$ cat config.mk
export PLATFORM = sky130hd
export DESIGN_NAME = rsa_modexp_engine_flat
export DESIGN_NICKNAME = d
export VERILOG_FILES = /design/src/rtl/rsa_modexp_engine_if.sv /design/src/rtl/rsa_modexp_engine.sv /design/src/flat_wrapper.sv
export SDC_FILE = /design/constraint.sdc
export NUM_CORES = 1
export LEC_CHECK = 0
export BUFFER_PORTS_ARGS = -buffer_cell sky130_fd_sc_hd__buf_4
export CORE_MARGIN = 2
export CORE_UTILIZATION = 55
export CTS_BUF_LIST = sky130_fd_sc_hd__clkbuf_4
export DETAILED_ROUTE_END_ITERATION = 10
export GPL_TIMING_DRIVEN = 0
export PLACE_DENSITY = 0.84
export SLEW_MARGIN = 20
export SYNTH_ARGS = -nofsm -noshare
export SYNTH_HDL_FRONTEND = slang
export SYNTH_SLANG_ARGS = --single-unit
$ cat constraint.sdc
create_clock -name clk -period 18.8 [get_ports clk]
set_clock_uncertainty 0.15 [all_clocks]
set_input_delay 0.94 -clock clk [delete_from_list [all_inputs] [get_ports clk]]
set_output_delay 0.94 -clock clk [all_outputs]
set_load 0.01 [all_outputs]
$ cat src/rtl/rsa_modexp_engine_if.sv
// Request/response bundle for the modular-exponentiation engine.
// The master drives the operands and start; the slave returns busy, done, result and error.
interface rsa_modexp_engine_if #(
  parameter int unsigned WIDTH = 16
);
  logic             start;
  logic [WIDTH-1:0] message;
  logic [WIDTH-1:0] exponent;
  logic [WIDTH-1:0] modulus;
  logic             busy;
  logic             done;
  logic [WIDTH-1:0] result;
  logic             error;

  modport master (
    output start, message, exponent, modulus,
    input  busy, done, result, error
  );

  modport slave (
    input  start, message, exponent, modulus,
    output busy, done, result, error
  );
endinterface

$ cat src/rtl/rsa_modexp_engine.sv
// Computes message^exponent mod modulus with a bit-serial interleaved modular multiplier.
// Right-to-left square-and-multiply, with an optional fixed-schedule (constant-time) mode.
module rsa_modexp_engine #(
  parameter int unsigned WIDTH      = 16,
  parameter bit          CONST_TIME = 1'b0
) (
  input  logic                 clk,
  input  logic                 reset,
  rsa_modexp_engine_if.slave   bus
);

  localparam int unsigned DW = WIDTH + 1;
  localparam int unsigned IW = $clog2(WIDTH);
  localparam int unsigned CW = $clog2(WIDTH + 1);

  typedef enum logic [2:0] {
    S_IDLE,
    S_REDUCE,
    S_STEP,
    S_MUL_R,
    S_MUL_B,
    S_DONE
  } state_t;

  state_t           state;
  logic [WIDTH-1:0] msg_q;
  logic [WIDTH-1:0] exp_q;
  logic [WIDTH-1:0] mod_q;
  logic [WIDTH-1:0] acc;
  logic [WIDTH-1:0] base;
  logic [DW-1:0]    r;
  logic [IW-1:0]    bit_idx;
  logic [CW-1:0]    iter;
  logic             err_q;
  logic             busy_q;
  logic             done_q;
  logic [WIDTH-1:0] result_q;
  logic             error_q;

  logic [WIDTH-1:0] mm_a;
  logic [WIDTH-1:0] mm_b;
  logic [DW-1:0]    n_ext;
  logic [DW-1:0]    r_dbl;
  logic [DW-1:0]    r_sub1;
  logic [DW-1:0]    r_add;
  logic [DW-1:0]    r_next;
  logic             mm_last;
  logic             step_finish;

  assign bus.busy   = busy_q;
  assign bus.done   = done_q;
  assign bus.result = result_q;
  assign bus.error  = error_q;

  // Multiplier operands are selected by the state so one datapath serves all three products.
  always_comb begin
    mm_a = '0;
    mm_b = '0;
    case (state)
      S_REDUCE: begin
        mm_a = msg_q;
        mm_b = WIDTH'(1);
      end
      S_MUL_R: begin
        mm_a = acc;
        mm_b = base;
      end
      S_MUL_B: begin
        mm_a = base;
        mm_b = base;
      end
      default: begin
        mm_a = '0;
        mm_b = '0;
      end
    endcase
  end

  // One interleaved step: r stays below n, so 2r and r+b both fit in WIDTH+1 bits.
  always_comb begin
    n_ext       = {1'b0, mod_q};
    r_dbl       = r << 1;
    r_sub1      = (r_dbl >= n_ext) ? (r_dbl - n_ext) : r_dbl;
    r_add       = mm_a[bit_idx] ? (r_sub1 + {1'b0, mm_b}) : r_sub1;
    r_next      = (r_add >= n_ext) ? (r_add - n_ext) : r_add;
    mm_last     = (bit_idx == '0);
    step_finish = CONST_TIME ? (iter == CW'(WIDTH)) : (exp_q == '0);
  end

  always_ff @(posedge clk or posedge reset) begin
    if (reset) begin
      state    <= S_IDLE;
      msg_q    <= '0;
      exp_q    <= '0;
      mod_q    <= '0;
      acc      <= '0;
      base     <= '0;
      r        <= '0;
      bit_idx  <= '0;
      iter     <= '0;
      err_q    <= 1'b0;
      busy_q   <= 1'b0;
      done_q   <= 1'b0;
      result_q <= '0;
      error_q  <= 1'b0;
    end else begin
      done_q <= 1'b0;
      case (state)
        S_IDLE: begin
          if (bus.start) begin
            msg_q  <= bus.message;
            exp_q  <= bus.exponent;
            mod_q  <= bus.modulus;
            busy_q <= 1'b1;
            if (bus.modulus < WIDTH'(2)) begin
              err_q <= 1'b1;
              state <= S_DONE;
            end else begin
              err_q   <= 1'b0;
              acc     <= WIDTH'(1);
              iter    <= '0;
              r       <= '0;
              bit_idx <= IW'(WIDTH - 1);
              state   <= S_REDUCE;
            end
          end
        end

        S_REDUCE: begin
          if (mm_last) begin
            base    <= r_next[WIDTH-1:0];
            r       <= '0;
            bit_idx <= IW'(WIDTH - 1);
            state   <= S_STEP;
          end else begin
            r       <= r_next;
            bit_idx <= bit_idx - 1'b1;
          end
        end

        S_STEP: begin
          if (step_finish) begin
            state <= S_DONE;
          end else if (exp_q[0] || CONST_TIME) begin
            state <= S_MUL_R;
          end else begin
            state <= S_MUL_B;
          end
        end

        // In constant-time mode a zero exponent bit still runs the multiply but drops the product.
        S_MUL_R: begin
          if (mm_last) begin
            if (exp_q[0]) begin
              acc <= r_next[WIDTH-1:0];
            end
            r       <= '0;
            bit_idx <= IW'(WIDTH - 1);
            state   <= S_MUL_B;
          end else begin
            r       <= r_next;
            bit_idx <= bit_idx - 1'b1;
          end
        end

        S_MUL_B: begin
          if (mm_last) begin
            base    <= r_next[WIDTH-1:0];
            exp_q   <= exp_q >> 1;
            iter    <= iter + 1'b1;
            r       <= '0;
            bit_idx <= IW'(WIDTH - 1);
            state   <= S_STEP;
          end else begin
            r       <= r_next;
            bit_idx <= bit_idx - 1'b1;
          end
        end

        S_DONE: begin
          done_q <= 1'b1;
          busy_q <= 1'b0;
          if (err_q) begin
            result_q <= '0;
            error_q  <= 1'b1;
          end else begin
            result_q <= acc;
            error_q  <= 1'b0;
          end
          err_q <= 1'b0;
          state <= S_IDLE;
        end

        default: begin
          state <= S_IDLE;
        end
      endcase
    end
  end

endmodule

$ cat src/flat_wrapper.sv
// flat-port wrapper written by rule: the top's interface ports become plain ports
module rsa_modexp_engine_flat 
#(
  parameter int unsigned WIDTH      = 16,
  parameter bit          CONST_TIME = 1'b0
)
  (clk, reset, bus_start, bus_message, bus_exponent, bus_modulus, bus_busy, bus_done, bus_result, bus_error);
  rsa_modexp_engine_if #(.WIDTH(WIDTH)) bus_i ();
  input  logic clk;
  input  logic reset;
  input wire logic [$bits(bus_i.start)-1:0] bus_start;
  input wire logic [$bits(bus_i.message)-1:0] bus_message;
  input wire logic [$bits(bus_i.exponent)-1:0] bus_exponent;
  input wire logic [$bits(bus_i.modulus)-1:0] bus_modulus;
  output wire logic [$bits(bus_i.busy)-1:0] bus_busy;
  output wire logic [$bits(bus_i.done)-1:0] bus_done;
  output wire logic [$bits(bus_i.result)-1:0] bus_result;
  output wire logic [$bits(bus_i.error)-1:0] bus_error;
  assign bus_i.start = bus_start;
  assign bus_i.message = bus_message;
  assign bus_i.exponent = bus_exponent;
  assign bus_i.modulus = bus_modulus;
  assign bus_busy = bus_i.busy;
  assign bus_done = bus_i.done;
  assign bus_result = bus_i.result;
  assign bus_error = bus_i.error;
  rsa_modexp_engine #(.WIDTH(WIDTH), .CONST_TIME(CONST_TIME)) u_core (.clk(clk), .reset(reset), .bus(bus_i));
endmodule
==> results.py <==
metrics = {
    "clock_network": {
        "cts_tree": "built",
        "cts_buffers": 17,
        "holdBufCountCts": 0,
        "path_clk_slew_ns": 0.11,
        "cts.sink_count": 123,
        "post_cts_buffers": 0,
        "htree_levels": 4,
        "worstSkewPairLatency_ns": 0.57,
        "cts-resized-gates": 0,
        "clk_path_buf_depth": 2,
        "cts_root_buf": "clkbuf_4",
    },
    "layout": {
        "drive_gt1_frac": 0.156,
        "nNetsFinal": 1100,
        "multi_input_area_sq_um": 4840,
        "syn2layout_area_growth_pct": 13.2,
        "seqCellArea_sq_um": 3080,
        "fillers": 1203,
    },
    "place": {
        "io_buffers": 69,
        "gp_congestion": 0.959,
        "dp_hpwl_mm": 16.9,
    },
    "timing": {
        "fin_crit_sh": 0.408,
        "setup_tns_ns": 0,
        "rsz0062_at_grt": "false",
        "period_needed_ns": 7.67,
        "fmax_mhz": 130,
        "tightest_slew_ns": 0.877,
        "relSlewSlack": 0.409,
        "hold_viol": 0,
        "finalMaxSlewViolations": 0,
        "setup_viol": 0,
    },
    "route": {
        "via_per_inst": 6.06,
        "drtAntennaViolNets": 0,
        "via_count": 7239,
        "wl_per_cell_microns": 18.2,
        "first_iter_violations": 746,
        "drc": 0,
        "dr.pass1.iters": 6,
        "drt-total-wl_mm": 21.7,
    },
    "grt": {
        "antenna_found_initial": 1,
        "grt_first_pass_wirelength_mm": 35.6,
        "grt_overflow": 0,
        "grt_use_total": 0.282,
        "grt_max_degree": 77,
        "grt_pass1_vias": 6962,
    },
    "logic_synthesis": {
        "synth_warnings": 0,
        "synth_top_family_by_area": "compound AO/OA/AOI/OAI gates",
        "mappedNetlistNets": 1011,
        "synth_top_area_cell": "dfrtp_1",
        "synth_area_sq_um": 8230,
        "synth_seq_cells": 123,
        "synth_cell_types": 70,
        "synthCells": 907,
        "seq_area_frac_synth": 0.374,
        "yosysMostFrequentCell": "dfrtp_1",
        "synth_area_per_cell_sq_um": 9.07,
        "ys.flop_type": "dfrtp_1",
        "synth.area.top_cells": "dfrtp_1 37%, ha_1 7.6%, nand2_1 5.4%, mux2i_1 4.9%, mux2_2 4.5%",
        "synth_top_area_share": 0.374,
        "synthArstFlopShare": 1.00,
        "synth-simple-area-share": 0.161,
        "synth-edff-count": 0,
        "synth-compound-area-share": 0.199,
        "synth_xor_area_frac": 0.0382,
        "synthAdderAreaFrac": 0.0833,
        "synth_commonest_cells": "123 x dfrtp_1, 118 x nand2_1, 72 x o21ai_0",
        "synth_mux_area_frac": 0.107,
    },
    "die": {
        "initial_core_util": 0.564,
        "rows": 44,
        "die_height_microns": 126,
        "core_area_sq_um": 14600,
        "fp.dieW_microns": 126,
        "ioPinCount": 70,
        "die_area_sq_um": 16000,
    },
    "setup_path": {
        "crit_path_max_fanout": 10,
        "ff2ff_path_depth": 28,
        "endpoint_kind": "flip-flop",
        "cp-start-kind": "flip-flop",
        "r2r_end": "u_core.r[9]$_DFFE_PP0P_",
        "ff2ff_setup_slack_ns": 11.13,
        "r2r-start": "u_core.mod_q[1]$_DFFE_PP0P_",
        "slowest_stage": "mux2i_1",
        "crit_start": "u_core.mod_q[1]$_DFFE_PP0P_",
        "critPathArrivalTime_ns": 7.95,
        "path_common_cell": "ha_1",
        "slowest_delay_ns": 0.53,
        "cp.required_ns": 19.08,
        "crit_type": "flip-flop to flip-flop",
    },
    "job": {
        "drv_cap": 0,
    },
    "min_path": {
        "hold_class": "primary input to async pin",
    },
    "outcome": {
        "status": "finished clean",
    },
}
-- cells in the final DEF, fill, tap and decap left out, drive strengths merged, types with 7 or more instances in the layout --
cell type	n
a21o	12
a21oi	43
a22o	12
a31oi	7
and2	18
buf	80
clkbuf	48
clkinv	7
dfrtp	123
ha	50
inv	36
mux2	42
mux2i	40
nand2	118
nand2b	24
nand3	9
nor2	61
nor2b	10
nor3	15
nor4	7
o21a	9
o21ai	112
o2bb2ai	7
o31ai	8
xnor2	18
xor2	17
-- state kept, by name, summed over array words and instances (netlist names) --
signal,count
u_core.acc,16
u_core.base,16
u_core.bus.result,16
u_core.exp_q,16
u_core.mod_q,16
u_core.msg_q,16
u_core.r,16
u_core.bit_idx,4
u_core.state,3
u_core.bus.busy,1
u_core.bus.done,1
u_core.bus.error,1
u_core.err_q,1
-- metal layers --
layer	vias to the layer above	share of wire	GRT usage
met5	-	0	0
met4	0	0.030	0.109
met3	47	0.061	0.0481
met2	238	0.46	0.440
met1	3508	0.45	0.397
li1	3446	-	-
-- final cells by class --
cell class / count / area share
diodes: 2 / 0.000537
plain buffers: 41 / 0.0208
clock buffers: 17 / 0.0137
clock inverters: 14 / 0.0183
inverters: 32 / 0.0134
multi-input cells: 711 / 0.520
flip-flops and latches: 123 / 0.330
well taps: 184 / 0.0247
repair buffers: 70 / 0.0585
-- cell families (layout without fill, tap and decap cells) --
kind of cell	count (synthesis)	count (layout)
adder cells (fa/ha/maj)	53	53
other	0	2
AO/OA/AOI/OAI	259	259
multiplexers	82	82
XOR/XNOR	35	35
flip-flops	123	123
buffers and inverters	73	174
AND/OR/NAND/NOR	282	282
-- worst max-delay path, delay by kind of cell, from the launching register on --
kind / cells / cell delay [ns]
AO/OA/AOI/OAI: 8 / 1.84
XOR/XNOR: 1 / 0.13
adder cells (fa/ha/maj): 4 / 1.14
buffers and inverters: 4 / 1.08
flip-flops: 1 / 0.42
multiplexers: 3 / 1.27
AND/OR/NAND/NOR: 8 / 1.49
-- through the flow --
step | instance area, sq um | hold WS (ns) | worst slack, ns | instances | utilization
floorplan | 8230 | 0.319 | 12.57 | 907 | -
global placement | 8980 | 0.316 | 11.43 | 1160 | 0.615
detailed placement | 9010 | 0.328 | 11.29 | 1161 | 0.618
CTS | 9310 | 0.228 | 11.25 | 1192 | 0.638
global route | 9320 | 0.240 | 10.49 | 1194 | 0.639
finish | 9320 | 0.235 | 11.13 | 1194 | 0.639
-- worst max-delay path by stage --
stage                     cells past startpoint  slack, ns                          end
after CTS                                    28      11.25      u_core.r[9]$_DFFE_PP0P_
after detailed placement                     28      11.29      u_core.r[9]$_DFFE_PP0P_
after global placement                       28      11.43  u_core.base[12]$_DFFE_PP0P_
after global routing                         31      10.49    u_core.acc[9]$_DFFE_PP0P_
after floorplan                              27      12.57  u_core.base[14]$_DFFE_PP0P_
final                                        28      11.13      u_core.r[9]$_DFFE_PP0P_
Power is not shown: default switching activity piles up to over one toggle a cycle in this logic, so the estimate is an artifact.
